`src/rtl/divider_array_scheduler.sv`:
```
// -----------------------------------------------------------------------------
// divider_array_scheduler
//
// Shares one combinational 16/8 restoring-array divider between two
// requesters. Requests are granted round-robin, operands are registered onto
// the array, held for SETTLE_CYCLES, and the array's quotient/remainder are
// captured and returned over a valid/ready response channel tagged with the
// requester ID.
//
// Optional feature macro: DIV_OVF_DETECT_EN
//   defined   : n[15:8] >= d (d != 0) short-circuits to q=r=8'hFF, ovf=1
//   undefined : resp_ovf tied 0, overflow cases run through the array
//
// Ports
//   clk, rst                   rising-edge clock, synchronous active-high reset
//   reqX_valid/ready/n/d       requester X operation channel (X = 0,1)
//   resp_valid/ready           response handshake
//   resp_id/q/r/dz/ovf         response payload
//   div_n/div_d                registered operands driven to the array
//   div_q/div_r                array results
// -----------------------------------------------------------------------------
`timescale 1ns/1ps

module divider_array_scheduler #(
  parameter int unsigned SETTLE_CYCLES = 2
) (
  input  logic        clk,
  input  logic        rst,
  input  logic        req0_valid,
  output logic        req0_ready,
  input  logic [15:0] req0_n,
  input  logic [7:0]  req0_d,
  input  logic        req1_valid,
  output logic        req1_ready,
  input  logic [15:0] req1_n,
  input  logic [7:0]  req1_d,
  output logic        resp_valid,
  input  logic        resp_ready,
  output logic        resp_id,
  output logic [7:0]  resp_q,
  output logic [7:0]  resp_r,
  output logic        resp_dz,
  output logic        resp_ovf,
  output logic [15:0] div_n,
  output logic [7:0]  div_d,
  input  logic [7:0]  div_q,
  input  logic [7:0]  div_r
);

  typedef enum logic [1:0] {IDLE, BUSY, RESP} state_t;

  localparam logic [3:0] SETTLE_LOAD = 4'(SETTLE_CYCLES - 1);

  state_t      state_q, state_d;
  logic [3:0]  cnt_q, cnt_d;
  logic        last_q, last_d;       // last granted requester
  logic        resp_id_q, resp_id_d;
  logic [7:0]  resp_q_q, resp_q_d;
  logic [7:0]  resp_r_q, resp_r_d;
  logic        resp_dz_q, resp_dz_d;
  logic [15:0] div_n_q, div_n_d;
  logic [7:0]  div_d_q, div_d_d;

  logic        gnt0, gnt1, accept;
  logic [15:0] acc_n;
  logic [7:0]  acc_d;

  // A lone requester wins; on a tie the one not granted last wins.
  assign gnt0   = req0_valid & (~req1_valid | last_q);
  assign gnt1   = req1_valid & (~req0_valid | ~last_q);
  assign accept = (state_q == IDLE) & (gnt0 | gnt1);
  assign acc_n  = gnt1 ? req1_n : req0_n;
  assign acc_d  = gnt1 ? req1_d : req0_d;

`ifdef DIV_OVF_DETECT_EN
  logic resp_ovf_q, resp_ovf_d;
  logic ovf_hit;
  assign ovf_hit  = (acc_d != '0) && (acc_n[15:8] >= acc_d);
  assign resp_ovf = resp_ovf_q;
`else
  assign resp_ovf = 1'b0;
`endif

  always_comb begin
    state_d   = state_q;
    cnt_d     = cnt_q;
    last_d    = last_q;
    resp_id_d = resp_id_q;
    resp_q_d  = resp_q_q;
    resp_r_d  = resp_r_q;
    resp_dz_d = resp_dz_q;
    div_n_d   = div_n_q;
    div_d_d   = div_d_q;
`ifdef DIV_OVF_DETECT_EN
    resp_ovf_d = resp_ovf_q;
`endif
    case (state_q)
      IDLE: begin
        if (accept) begin
          div_n_d   = acc_n;
          div_d_d   = acc_d;
          resp_id_d = gnt1;
          last_d    = gnt1;
          resp_dz_d = 1'b0;
`ifdef DIV_OVF_DETECT_EN
          resp_ovf_d = 1'b0;
`endif
          if (acc_d == '0) begin
            state_d   = RESP;
            resp_q_d  = '1;
            resp_r_d  = acc_n[7:0];
            resp_dz_d = 1'b1;
          end
`ifdef DIV_OVF_DETECT_EN
          else if (ovf_hit) begin
            state_d    = RESP;
            resp_q_d   = '1;
            resp_r_d   = '1;
            resp_ovf_d = 1'b1;
          end
`endif
          else begin
            state_d = BUSY;
            cnt_d   = SETTLE_LOAD;
          end
        end
      end
      BUSY: begin
        if (cnt_q == '0) begin
          resp_q_d = div_q;
          resp_r_d = div_r;
          state_d  = RESP;
        end else begin
          cnt_d = cnt_q - 4'd1;
        end
      end
      RESP: begin
        if (resp_ready) state_d = IDLE;
      end
      default: state_d = IDLE;
    endcase
  end

  always_ff @(posedge clk) begin
    if (rst) begin
      state_q   <= IDLE;
      cnt_q     <= '0;
      last_q    <= 1'b1;
      resp_id_q <= 1'b0;
      resp_q_q  <= '0;
      resp_r_q  <= '0;
      resp_dz_q <= 1'b0;
      div_n_q   <= '0;
      div_d_q   <= '0;
`ifdef DIV_OVF_DETECT_EN
      resp_ovf_q <= 1'b0;
`endif
    end else begin
      state_q   <= state_d;
      cnt_q     <= cnt_d;
      last_q    <= last_d;
      resp_id_q <= resp_id_d;
      resp_q_q  <= resp_q_d;
      resp_r_q  <= resp_r_d;
      resp_dz_q <= resp_dz_d;
      div_n_q   <= div_n_d;
      div_d_q   <= div_d_d;
`ifdef DIV_OVF_DETECT_EN
      resp_ovf_q <= resp_ovf_d;
`endif
    end
  end

  assign req0_ready = (state_q == IDLE) & gnt0;
  assign req1_ready = (state_q == IDLE) & gnt1;
  assign resp_valid = (state_q == RESP);
  assign resp_id    = resp_id_q;
  assign resp_q     = resp_q_q;
  assign resp_r     = resp_r_q;
  assign resp_dz    = resp_dz_q;
  assign div_n      = div_n_q;
  assign div_d      = div_d_q;

endmodule

```
`config.mk`:
```
export PLATFORM = sky130hd
export DESIGN_NAME = divider_array_scheduler
export DESIGN_NICKNAME = d
export VERILOG_FILES = /design/src/rtl/divider_array_scheduler.sv
export SDC_FILE = /design/constraint.sdc
export NUM_CORES = 1
export LEC_CHECK = 0
export CORE_AREA = 4 4 87 89
export DETAILED_ROUTE_END_ITERATION = 8
export DIE_AREA = 0 0 91 93
export PLACE_DENSITY = 0.78
export SKIP_CTS_REPAIR_TIMING = 1
export SYNTH_ARGS = -nofsm -noshare
export SYNTH_HDL_FRONTEND = slang
export SYNTH_SLANG_ARGS = --single-unit
```
`constraint.sdc`:
```
create_clock -name clk -period 3.9 [get_ports clk]
set_clock_uncertainty 0.1 [all_clocks]
set_input_delay 0.78 -clock clk [delete_from_list [all_inputs] [get_ports clk]]
set_output_delay 0.78 -clock clk [all_outputs]
set_load 0.05 [all_outputs]
```
; Yosys cells after proc, flatten, opt, wreduce, memory -nomap -nowiden
; Index checks and enable logic that the tools add are counted.
[word_totals]
ff_bits = 49
input_bits = 69
output_inout_bits = 46
wordCells = 57
[op_classes]
addsub = 1
eq_ne = 8
mux = 20
bitwise = 11
reduce_logical = 8
[op_table]
columns = op, n
row1 = 2-to-1 mux 8 bit, 7
row2 = one-hot mux 8 bit (2 select lines), 2
row3 = 2-to-1 mux 16 bit, 1
row4 = 2-to-1 mux 4 bit, 3
row5 = != test 2 bit (second input constant), 5
row6 = zero test 8 bit, 1
row7 = 2-to-1 mux 2 bit, 4
row8 = one-hot mux 4 bit (2 select lines), 1
row9 = AND reduction 4 bit, 2
row10 = one-hot mux 2 bit (3 select lines), 1
row11 = AND 1 bit, 5
row12 = zero test 4 bit, 1
row13 = subtractor 4 x 1 -> 4 bit (second input constant), 1
row14 = inverter 1 bit, 3
row15 = OR 1 bit, 3
row16 = AND reduction 3 bit, 1
row17 = equality test 2 x 1 -> 1 bit (second input constant), 1
row18 = equality test 2 bit (second input constant), 1
row19 = zero test 2 bit, 1
row20 = != test 2 x 1 -> 1 bit (second input constant), 1
row21 = AND reduction 2 bit, 1
row22 = nonzero test 2 bit, 1
row23 = 2-to-1 mux 1 bit, 1

; Logic depth before layout (Yosys ltp)
[logic_depth]
word_depth = 8
ltp_mapped = 7
ltp_nobuf = 6

; Least setup slack after synthesis
; No wires, ideal clock.
[synth_path]
kind = input port to output port
startpoint = input req1_valid
endpoint = output req1_ready
t_arrival_ps = 1956
t_required_ps = 3020
path_slack_ps = 1064
cell_stages = 6
path_buffers = 3
path_cell_list = a21boi_1 -> buf_2 -> buf_4 -> buf_4 -> nand2_1 -> inv_1
[synth_via]
elab_chain_len = 2
[synth_lines]
columns = item, line
row1 = from (decl), 33  ; input logic req1_valid,
row2 = AND 1 bit, 70  ; assign gnt1 = req1_valid & (~req0_valid | ~last_q);
row3 = AND 1 bit, 175  ; assign req1_ready = (state_q == IDLE) & gnt1;
row4 = to (decl), 34  ; output logic req1_ready,
; No other way between the ends.

; Worst setup path in the final report
[layout_path]
startpoint = input req0_valid
endpoint = output req0_ready
[layout_via]
elab_chain_len = 2
[layout_lines]
columns = item, line
row1 = from (decl), 29  ; input logic req0_valid,
row2 = AND 1 bit, 69  ; assign gnt0 = req0_valid & (~req1_valid | last_q);
row3 = AND 1 bit, 174  ; assign req0_ready = (state_q == IDLE) & gnt0;
row4 = to (decl), 30  ; output logic req0_ready,
; No other way between the ends.

==> summary.md <==
| Metric | Value |
|---|---|
| Post-DRT Antenna Nets | 0 |
| Syn avg cell area | between 9 and 10 um2 |
| Post-synth EDFFs | 0 |
| Gr usage total | 0.155 |
| Synth unique cells | 38 |
| Aggregate global routing overflow | 0 |
| Placed cells | around 430 |
| Critical Path RT | about 3000 ps |
| Hold-critical path depth | 2 |
| Total Power | ~2.0 mW |
| Post-Syn Instances | around 250 |
| Flops & latches, synth | 49 |
| Critical-path cell list | clkdlybuf4s50_1, or3b_4, nor2_1, buf_4 |
| Die height | between 90 and 100 um |
| Max Clock Freq | about 330 MHz |
| Post-synth top area cell | dfxtp_1 |
| Fill cell count | around 640 |
| Layout net count | between 400 and 500 |
| Mapped Nets | around 330 |
| CTS tree | built |
| Initial antenna violation count | 0 |
| Min Hold Slack | ~360 ps |
| Core Util, Final | 0.533 |
| Chip width | 91 um |
| Largest net degree at the start of global routing | 50 |
| Tmin final | around 3000 ps |
| Reg2reg start | state_q[1] |
| First-pass GRT wire length | ~11000 um |
| Sequential share of power | 0.334 |
| H-tree depth | 2 |
| DIE AREA | 8460 um2 |
| 1st-pass router iterations | 4 |
| Clk Latency, worst-skew pair | ~290 ps |
| M1 WL | approximately 2800 um |
| RSZ-0062 raised after global routing | no |
| CP Capture Type | output port |
| Post-synthesis sequential area ratio | 0.422 |
| Total number of vias | ~2.2k |
| Seq. cell area | 981 um2 |
| HPWL Detailed | 5020 um |
| Synthesized cell area | around 2300 um2 |
| Max_cap viols | 0 |
| Share of the clock period used by the worst path | 0.778 |
| Antenna Cells | 0 |
| Post-DP Area | 3500 um2 |
| Row cnt | 30 |
| Final instance area | 3600 um2 |
| Worst slew margin | 0.357 |
| DRT iter0 DRCs | between 100 and 150 |
| Max Root-Sink Buffers | 2 |
| Hold Startpoint | resp_q[7] |
| Layout cell share with drive strength beyond 1 | 0.0615 |
| Int Power | about 1.2 mW |
| Critical path's largest stage delay | a little under 600 ps |
| Arrival @ worst endpoint | 2160 ps |
| Multi-input gate area | roughly 1200 um2 |
| Post-synth ARST share | 0 |
| Run status | finished, final reports clean |
| DR vias/cell | slightly above 5 |
| Worst R2R End | resp_r[5] |
| CTS buffer count | 5 |
| Number of clock sinks | about 50 |
| Final std cells w/o fill | around 440 |
| Number of global-route vias before repair | ~2.2k |
| Clock power share | 0.175 |
| Placeable Area | between 6000 and 7000 um2 |
| Worst Tran Pin Value | between 900 and 1000 ps |
| Yosys top cell area share | 0.422 |
| Sw power | about 0.85 mW |
| Avg WL per Cell | about 15 um |
| Final setup vio count | 0 |
| Pwr dens | 558 nW/um2 |
| Top-level port count | 115 |
| Max Slew Vio Count | 0 |
| Leakage | 1.40 nW |
| Peak supply drop | 279 uV |
| Worst setup path class | primary input to output port |
| Critical path launch point | req0_valid |
| Met2 WL | about 3300 um |
| Setup TNS | 0 ps |
| Clk slew on worst S/H paths | about 90 ps |
| Gate power share | 0.491 |
| Final Hold Viols | 0 |
| Top Layer Used | met4 |
| Hold Crit Class | register to register |
| R2R setup slack | 1690 ps |
| Synth top area cells | dfxtp_1 (42%), mux2i_1 (14%), a211oi_1 (10%) |
| CP max stage cell | clkdlybuf4s50_1 |
| CP startpoint kind | primary input |
| Final Worst Setup Slack | 864 ps |
| Root buffer cell | clkbuf_8 |
| Hold Path End | resp_q[7] |
| DP Worst Slack | 837 ps |
| RD Place Congestion | approximately 0.74 |
| Dominant synthesized flop cell | dfxtp_1 |
| Drt drc | 0 |
| Worst-path maximum fanout | 4 |
| Met3 Wirelength | around 540 um |
| P&R area growth vs syn | 54.8% |
| Reg2Reg Depth | 5 |
| Yosys warns | 0 |
| Switching Fraction | 0.424 |
| Port bufs | roughly 110 |
| Initial Utilization | 0.344 |
| Routed WL | roughly 6600 um |
power by group through the flow:
stage	Sequential, mW	Combinational [mW]	Clock, mW
5_1_grt	0.685	1.05	0.382
2_1_floorplan	0.990	0.349	0
3_5_place_dp	0.681	0.993	0
3_3_place_gp	0.677	0.979	0
4_1_cts	0.672	0.995	0.361
6_report	0.672	0.987	0.353
synth_stat cells (3+ instances only):
cell type  number
clkbuf_1       14
a21oi_1         5
buf_4           3
nand2b_1       11
inv_1          11
nor3_1          4
o21ai_0         3
a211oi_1       32
nor2_1         47
mux2i_1        32
dfxtp_1        49
nand2_1         4
a211o_1         8
nor3b_1         3
kinds of logic (layout without fill, tap and decap cells):
logic type | after synthesis | in the layout | share of synthesized area
AND/OR/NAND/NOR | 84 | 84 | 0.187
other | 1 | 1 | 0.00161
adder cells (fa/ha/maj) | 2 | 2 | 0.0108
AO/OA/AOI/OAI | 55 | 55 | 0.183
flip-flops | 49 | 49 | 0.422
multiplexers | 32 | 32 | 0.138
buffers and inverters | 31 | 135 | 0.0586
worst max-delay path by stage:
stage / to / slack (ps)
3_5_place_dp: resp_r[5] / 840
5_1_grt: req0_ready / 840
6_report: req0_ready / 860
2_1_floorplan: req1_ready / 1060
4_1_cts: req0_ready / 870
3_3_place_gp: req0_ready / 900
metal layers:
metal / vias up / track usage
met4: 0 / 0.0226
met1: 1023 / 0.179
met5: - / 0
met3: 2 / 0.0603
met2: 74 / 0.275
li1: 1106 / -
state kept, by name, summed over array words and instances (netlist names):
register  count
cnt_q         4
div_d         8
last_q        1
resp_id       1
state_q       2
resp_q        8
resp_r        8
resp_dz       1
div_n        16
final cells by class:
class / count / share of cell area
Sequential cell: 49 / 0.272
Inverter: 11 / 0.0115
Clock inverter: 2 / 0.00972
Multi-Input combinational cell: 174 / 0.340
Clock buffer: 5 / 0.0191
Tap cell: 80 / 0.0278
Timing Repair Buffer: 117 / 0.319
critical path, delay by kind of cell:
kind / cells / cell delay [ps]
buf+inv: 2 / 790
simple gates: 2 / 580
cells in the final DEF (no fill, tap or decap), types with 3 or more instances in the layout:
master / instances
clkdlybuf4s50_1: 110
dfxtp_1: 49
a211o_1: 8
a211oi_1: 32
nand2b_1: 11
clkbuf_8: 5
mux2i_1: 32
nand2_1: 4
nor2_1: 47
o21ai_0: 3
nor3b_1: 3
inv_1: 11
a21oi_1: 5
nor3_1: 3
buf_4: 6
Power figures use the tool's default switching activity.
==> RTL change, RTL diff (same flow settings) <==
Reset style: asynchronous (`rst`), changed in one clocked block. Comments in the files are not updated.
--- a/src/rtl/divider_array_scheduler.sv
+++ b/src/rtl/divider_array_scheduler.sv
@@ -142,5 +142,5 @@
   end
 
-  always_ff @(posedge clk) begin
+  always_ff @(posedge clk or posedge rst) begin
     if (rst) begin
       state_q   <= IDLE;
Function: differs if rst is asserted again (counterexample within 4 cycles, from zero or initial values and one cycle with rst high); with rst held inactive, the same outputs for 10 cycles.
==> RTL change against the unedited design <==
  * Area after synthesis grew 2.2%
  * Via count shrank 0.63%
  * Final cell count shrank 1.8%
  * Routed wire length grew 3.1%
  * Die area is the same
  * Design area grew 1.6%
  * Core utilization grew 0.83 points
  * Setup slack lost 220 ps
  * Sequential cell count is the same
Power is not compared: it rests on default switching activity, and its combinational part moved more than twofold at a synthesized area within 25%.
==> RTL change: results (changes against the unedited design) <==
Logic synthesis
  – Most area-consuming cells after synthesis: dfrtp_1 50%, nand2_1 6.8%, nor2_1 4.7% (was dfxtp_1 42%, mux2i_1 14%, a211oi_1 10%)
  – Synth unique cells: 44 (was 38)
  – Async SR Flop Fraction: 1.000 (was 0)
  – Multiplexer area fraction after synthesis: 0.07312 (was 0.1376)
  – Compound-cell area share of the yosys netlist: 0.1736 (was 0.1833)
  – Ys flop type: dfrtp_1 (was dfxtp_1)
  – Commonest cells post-synth: 48 x dfrtp_1, 43 x nand2_1, 30 x nor2_1, 16 x a31oi_1, 11 x o21ai_0 (was 49 x dfxtp_1, 47 x nor2_1, 32 x a211oi_1, 32 x mux2i_1, 14 x clkbuf_1)
  – XOR/XNOR share of the synthesized area: 0 (unchanged)
  – Syn_area_per_cell: 9.911 sq um (was 9.162 sq um)
  – Sequential-to-total area share from yosys stat: 0.5160 (was 0.4215)
  – Adder-Cell Fraction of Synth Area: 0.01052 (was 0.01075)
  – Net Count, Synth: 311 (was 325)

Final layout
  – Number of fillers in the final layout: 612 (was 641)

Placement
  – DP HPWL: 5.123 mm (was 5.017 mm)
  – Pre-CTS worst setup slack: 636.5 ps (was 836.7 ps)
  – Placed Cells: 423 (was 431)
  – Placed Area: 0.003556 sq mm (was 0.003500 sq mm)
  – GPL Wtd Cong: 0.7580 (was 0.7359)

Critical path
  – CP max FO: 6 (was 4)
  – CP arrival: 2380 ps (was 2160 ps)

Min path
  – HP Class: register to register (unchanged)

Clock tree
  – Latest clock arrival within the worst-skew pair: 300 ps
  – CTS max path bufs: 2 (unchanged)

Detailed routing
  – DR iter-0 viols: 120 (was 106)
  – Wirelength per Cell: 15.79 um (was 15.04 um)
  – Routed vias/inst: 5.095 (was 5.034)
  – DR vias: 2191 (was 2205)

GRT
  – First-pass GRT wire length: 10.85 mm (was 10.74 mm)
  – GRT Overall Usage: 0.1592 (was 0.1545)
  – Vias in the first global route: 2168 (was 2239)
  – Largest net degree at the start of global routing: 50 (unchanged)

Status
  – Status: completed (unchanged)

Timing
  – Worst Max-Slew Pin Slew: 1051 ps (was 961.3 ps)

Pwr
  – Leakage power: 1.508 nW
-- RTL change: cell count changes after synthesis, moves of 9 or more --
cell,delta
a211oi_1,-31
a31oi_1,+16
clkbuf_1,-9
dfrtp_1,+48
dfxtp_1,-49
mux2i_1,-24
nand2_1,+39
nor2_1,-17
o22a_1,+9
-- RTL change: final cells by class --
class,count,area [sq um],area share
well taps,80,100.1,0.02735
clock inverters,2,35.03,0.009573
flip-flops and latches,49,1227,0.3354
repair buffers,118,1166,0.3186
clock buffers,5,68.82,0.01880
inverters,5,18.77,0.005128
multi-input cells,171,1044,0.2851
-- RTL change: layer usage --
layer	part of all wire	global-route usage	vias up
met4	0.016	0.04020	0
met5	0	0	-
li1	-	-	1052
met1	0.42	0.1971	1043
met2	0.48	0.2667	85
met3	0.081	0.05471	11
-- RTL change: worst paths after layout --
| check | from | endpoint | slack [ps] | cells past startpoint |
|---|---|---|---|---|
| hold reg to reg | div_n[2] | div_n[2] | 390 | 2 |
| setup reg to reg | state_q[1] | resp_r[6] | 1130 | 4 |
| min in group asynchronous | rst | div_d[3] | 950 | 2 |
| max in group asynchronous | rst | resp_q[6] | 2090 | 2 |
| setup / recovery | req0_valid | req0_ready | 640 | 3 |
| hold / removal | div_n[2] | div_n[2] | 390 | 2 |
-- RTL change: power groups by stage --
stage	Combinational (mW)	Sequential, mW	Clock [mW]
2_1_floorplan	0.689	1.57	0
3_3_place_gp	1.99	0.885	0
3_5_place_dp	2.01	0.894	0
4_1_cts	2.02	0.885	0.365
5_1_grt	2.12	0.917	0.385
6_report	2.00	0.884	0.351
-- RTL change: cells by family after synthesis --
group	after synthesis
other	1
adder cells (fa/ha/maj)	2
multiplexers	16
AND/OR/NAND/NOR	93
buffers and inverters	20
flip-flops	49
AO/OA/AOI/OAI	59
-- RTL change: per-stage QoR --
stage               power (mW)  hold slack, ps
finish                   3.236           386.0
global route             3.418           413.0
CTS                      3.268           392.6
detailed placement       2.909           371.5
global placement         2.870           363.4
floorplan                2.261           366.7
-- RTL change: critical path, stage by stage --
cell	delay, ps
clkdlybuf4s50_1	580
and3_1	210
clkdlybuf4s50_1	810
